File: src/rtl/instruction_fetch_pkg.sv
// Shared constants and state encodings for the
// instruction fetch stage.
package instruction_fetch_pkg;

  localparam logic [31:0] NOP = 32'h0000_0000;
  localparam logic [31:0] HALT_OPCODE = 32'hFFFF_FFFF;
  localparam int unsigned PC_STEP = 4;

  typedef enum logic {
    RUN    = 1'b0,
    HALTED = 1'b1
  } if_state_t;

endpackage

File: src/rtl/instruction_fetch_if_id_register.sv
// IF/ID pipeline register: advance, flush to bubble,
// synchronous reset.
module if_id_register
  import instruction_fetch_pkg::*;
#(
  parameter int NB_PC    = 32,
  parameter int NB_INSTR = 32
) (
  input  logic                clock,
  input  logic                reset,
  input  logic                enable,
  input  logic                flush,
  input  logic [NB_INSTR-1:0] d_instruction,
  input  logic [NB_PC-1:0]    d_pc_plus4,
  output logic [NB_INSTR-1:0] q_instruction,
  output logic [NB_PC-1:0]    q_pc_plus4,
  output logic                q_valid
);

  always_ff @(posedge clock) begin
    if (reset || flush) begin
      q_instruction <= NB_INSTR'(NOP);
      q_pc_plus4    <= '0;
      q_valid       <= 1'b0;
    end else if (enable) begin
      q_instruction <= d_instruction;
      q_pc_plus4    <= d_pc_plus4;
      q_valid       <= 1'b1;
    end
  end

endmodule

File: src/rtl/instruction_fetch.sv
// IF stage: PC, next-PC mux, HALT detection FSM
// and the IF/ID register.
module instruction_fetch
  import instruction_fetch_pkg::*;
#(
  parameter int                NB_PC        = 32,
  parameter int                NB_INSTR     = 32,
  parameter int                NB_IMEM_ADDR = 10,
  parameter logic [NB_PC-1:0]  RESET_PC     = '0,
  parameter logic [NB_INSTR-1:0] HALT_OPCODE =
    NB_INSTR'(instruction_fetch_pkg::HALT_OPCODE)
) (
  input  logic                    i_clock,
  input  logic                    i_reset,
  input  logic                    i_valid,
  input  logic                    i_hazard,
  input  logic                    i_jump,
  input  logic [NB_PC-1:0]        i_jump_target,
  input  logic                    i_branch_taken,
  input  logic [NB_PC-1:0]        i_branch_target,
  input  logic [NB_INSTR-1:0]     i_imem_data,
  output logic [NB_IMEM_ADDR-1:0] o_imem_addr,
  output logic [NB_INSTR-1:0]     o_instruction,
  output logic [NB_PC-1:0]        o_pc_plus4,
  output logic                    o_instr_valid,
  output logic [NB_PC-1:0]        o_pc,
  output logic                    o_halted
);

  if_state_t        state;
  if_state_t        state_next;
  logic [NB_PC-1:0] pc;
  logic [NB_PC-1:0] pc_next;
  logic [NB_PC-1:0] pc_plus4;
  logic             advance;
  logic             flush;

  assign pc_plus4 = pc + NB_PC'(PC_STEP);

  always_comb begin
    pc_next    = pc;
    state_next = state;
    advance    = 1'b0;
    flush      = 1'b0;
    if (i_valid) begin
      unique case (state)
        RUN: begin
          if (i_hazard) begin
            // ID is stalled, so its redirect is not final yet
          end else if (i_jump) begin
            pc_next = i_jump_target;
            flush   = 1'b1;
          end else if (i_branch_taken) begin
            pc_next = i_branch_target;
            flush   = 1'b1;
          end else if (i_imem_data == HALT_OPCODE) begin
            advance    = 1'b1;
            state_next = HALTED;
          end else begin
            advance = 1'b1;
            pc_next = pc_plus4;
          end
        end
        HALTED: flush = 1'b1;
        default: flush = 1'b1;
      endcase
    end
  end

  always_ff @(posedge i_clock) begin
    if (i_reset) begin
      pc    <= RESET_PC;
      state <= RUN;
    end else begin
      pc    <= pc_next;
      state <= state_next;
    end
  end

  if_id_register #(
    .NB_PC    (NB_PC),
    .NB_INSTR (NB_INSTR)
  ) u_if_id (
    .clock         (i_clock),
    .reset         (i_reset),
    .enable        (advance),
    .flush         (flush),
    .d_instruction (i_imem_data),
    .d_pc_plus4    (pc_plus4),
    .q_instruction (o_instruction),
    .q_pc_plus4    (o_pc_plus4),
    .q_valid       (o_instr_valid)
  );

  assign o_imem_addr = pc[NB_IMEM_ADDR+1:2];
  assign o_pc        = pc;
  assign o_halted    = (state == HALTED);

endmodule

File: config.mk
export PLATFORM = sky130hd
export DESIGN_NAME = instruction_fetch
export DESIGN_NICKNAME = d
export VERILOG_FILES = /design/src/rtl/instruction_fetch_pkg.sv /design/src/rtl/instruction_fetch_if_id_register.sv /design/src/rtl/instruction_fetch.sv
export SDC_FILE = /design/constraint.sdc
export NUM_CORES = 1
export LEC_CHECK = 0
export CAP_MARGIN = 20
export CORE_MARGIN = 2
export CORE_UTILIZATION = 46
export CTS_CLUSTER_SIZE = 12
export DETAILED_ROUTE_END_ITERATION = 6
export PLACE_DENSITY_LB_ADDON = 0.15
export SYNTH_ARGS = -nofsm -noshare
export SYNTH_HDL_FRONTEND = slang
export SYNTH_SLANG_ARGS = --single-unit
File: constraint.sdc
create_clock -name i_clock -period 5.2 [get_ports i_clock]
set_clock_uncertainty 0.1 [all_clocks]
set_input_delay 1.04 -clock i_clock [delete_from_list [all_inputs] [get_ports i_clock]]
set_output_delay 1.04 -clock i_clock [all_outputs]
set_load 0.005 [all_outputs]
==> flow_metrics.py <==
metrics = {
    "finish": {
        "num_antenna_cells": 0,
        "mostFrequentLayoutCell": "clkdlybuf4s50_1",
        "final_cell_mix": "clkdlybuf4s50_1 (209), nand2_1 (102), dfxtp_1 (98), a21oi_1 (77), nor2_1 (59)",
        "design_area_um2": 7210,
        "area_growth_pct": 46.1,
        "num-fill-cells": 876,
        "final_net_count": 907,
        "drive_above_1_share_pct": 4.46,
    },
    "yosys": {
        "yosys_warnings": 0,
        "syn_area_um2": 4930,
        "synth.avg_cell_area_um2": 7.74,
        "yosysSeqAreaShare_pct": 39.8,
        "yosysTopAreaCell": "dfxtp_1",
        "synth_ff_type": "dfxtp_1",
        "synth.distinct_cells": 47,
        "syn_inst": 637,
        "synth_area_leaders": "dfxtp_1 (40%), a21oi_1 (7.8%), nand2_1 (7.8%)",
        "async_flop_share_pct": 0,
        "synth.top_cell.area_share_pct": 39.8,
        "synth_nets": 740,
        "synth_edf_count": 0,
        "synth_seq_cells": 98,
    },
    "global_route": {
        "grt.overflow.total": 0,
        "grt_usage_pct": 28.1,
        "grt_pass1_wl_um": 25800,
        "grt_pass1_vias": 5108,
        "antenna_found_initial": 0,
        "grt_max_degree": 47,
    },
    "worst_setup_path": {
        "startpoint": "i_jump",
        "r2r_end": "o_pc[20]",
        "regToRegSetupSlack_ps": 2300,
        "worstPathArrival_ps": 3750,
        "r2r-start": "o_pc[2]",
        "timing_worst_setup_path_type": "primary input to register",
        "startpoint_type": "primary input",
        "worst_setup_path_end_kind": "register",
        "endpoint": "o_pc[31]",
        "required_ps": 5380,
        "cp_max_fo": 33,
        "ff2ff_path_depth": 6,
    },
    "floorplanning": {
        "die_h_um": 108,
        "die-area_um2": 11600,
        "ios": 210,
        "die_w_um": 108,
        "initial_utilization_pct": 47.6,
        "core_um2": 10400,
        "rows": 37,
    },
    "timing": {
        "tns_ps": 0,
        "slew-limit-headroom_pct": 27.8,
        "max_freq_mhz": 280,
        "tightest_slew_ps": 1070,
        "period_needed_ps": 3570,
        "rsz0062_at_grt": "false",
        "slew_viol_final": 0,
        "period_share_pct": 68.6,
        "setup_viol": 0,
        "hold_viol": 0,
        "hold_slack_ps": 358,
    },
    "clocking": {
        "cts_setup_buffers": 0,
        "clock-sinks": 98,
        "clk_pin_slew_worst_paths_ps": 100,
        "ctsResizeCount": 0,
        "clock_latency_ps": 360,
        "clk_path_buf_depth": 2,
        "hold_buffers": 0,
        "cts-root-buf": "clkbuf_8",
        "cts_made_buffers": 9,
        "cts_max_level": 3,
        "tritoncts": "yes",
    },
    "power_and_ir_drop": {
        "switching_share_pct": 26.9,
        "p_comb_share_pct": 18.1,
        "peakVddDrop_uv": 130,
        "power_frac_seq_pct": 50.9,
        "internal_power_mw": 1.16,
        "clockPowerShare_pct": 31.0,
        "power_density_nw_per_um2": 220,
        "power.switching_mw": 0.428,
        "power.leakage_nw": 2.34,
    },
    "placed_design": {
        "dp_hpwl_um": 12300,
        "placed_area_um2": 7010,
        "numPortBuffers": 209,
        "finalWeightedCongestion": 0.929,
    },
    "job": {
        "drv_cap": 0,
    },
    "detailed_routing": {
        "drt_iter0_drc": 386,
        "drc_errors": 0,
        "drtAntennaViolNets": 0,
        "drt-pass1-iter-count": 5,
        "dr_total_vias": 5456,
        "viasPerCell": 5.78,
        "wl_um": 16700,
        "wl_per_cell_um": 17.7,
    },
    "min_path": {
        "hold_path.class": "register to register",
    },
    "status": {
        "status": "finished clean",
    },
}
worst max-delay path: stages:
cell	delay, ps
clkdlybuf4s50_1	460
buf_4	340
nor2_1	280
nand2_1	220
o31a_1	860
o21ai_0	280
o32ai_2	250
power by group through the flow:
stage               logic, mW  registers, mW  clock network (mW)
finish                  0.288          0.808               0.493
detailed placement      0.285          0.825                   0
global route            0.309          0.811               0.531
floorplan               0.121          0.816                   0
global placement        0.279          0.823                   0
CTS                     0.287          0.807               0.497
metal layers:
metal / routed length, um / global-route usage [%]
met5: 0 / 0
met4: 370 / 8.70
met3: 1500 / 5.33
met2: 7820 / 46.2
met1: 7040 / 37.3
state kept, by name, indices dropped and copies added, names as in the netlist:
name                   count
u_if_id.q_valid            1
o_pc                      32
u_if_id.q_instruction     32
u_if_id.q_pc_plus4        32
o_halted                   1
cell families (layout without fill, tap and decap cells):
logic type,Yosys count,in the layout,share of synthesized area (%)
xor gates and xnor gates,26,26,4.62
buffers and inverters,72,243,6.60
DFF,98,98,39.8
and+or+nand+nor,249,249,23.7
adders and majority gates,1,1,0.254
muxes,2,2,0.406
AOI/OAI and AO/OA,189,189,24.6
layout make-up:
class                           count  area (um2)  share of cell area, %
Multi-Input combinational cell    467        2660                   37.0
Timing Repair Buffer              221        2190                   30.4
Sequential cell                    98        1960                   27.2
Tap cell                          136         170                   2.36
Clock buffer                       10         128                   1.77
Clock inverter                      5        63.8                  0.885
Inverter                            7        26.3                  0.365
worst min-delay path by stage:
stage / from / end / slack, ps / depth (start not counted)
after floorplan: o_pc[0] / u_if_id.q_pc_plus4[0] / 340 / 2
after detailed placement: u_if_id.q_instruction[21] / u_if_id.q_instruction[21] / 350 / 2
after global routing: u_if_id.q_instruction[18] / u_if_id.q_instruction[18] / 380 / 2
after CTS: u_if_id.q_instruction[21] / u_if_id.q_instruction[21] / 360 / 2
after global placement: u_if_id.q_instruction[22] / u_if_id.q_instruction[22] / 340 / 2
final: u_if_id.q_instruction[18] / u_if_id.q_instruction[18] / 360 / 2
through the flow:
step,setup slack [ps],std cells,power [mW],utilization (%)
final,1630,944,1.59,69.5
after global routing,1490,944,1.65,69.5
after CTS,1650,943,1.59,69.4
after detailed placement,1300,928,1.11,67.6
after global placement,1220,927,1.10,67.4
after floorplan,2280,637,0.937,-
synth_stat cells, types with 3 or more instances:
cell type	n
a211o_1	3
a211oi_1	34
a21oi_1	77
a221oi_1	5
a22o_1	3
a31oi_1	7
and3_1	4
and4_1	5
buf_1	5
buf_4	12
clkbuf_1	45
dfxtp_1	98
inv_1	5
nand2_1	102
nand2b_1	13
nand3_1	15
nand4_1	19
nor2_1	59
nor3_1	13
nor4_1	5
o211ai_1	8
o21a_1	7
o21ai_0	20
o22ai_1	3
o31a_1	5
o32ai_1	9
or4_1	3
xnor2_1	10
xor2_1	16
(Power assumes the default switching activity.)
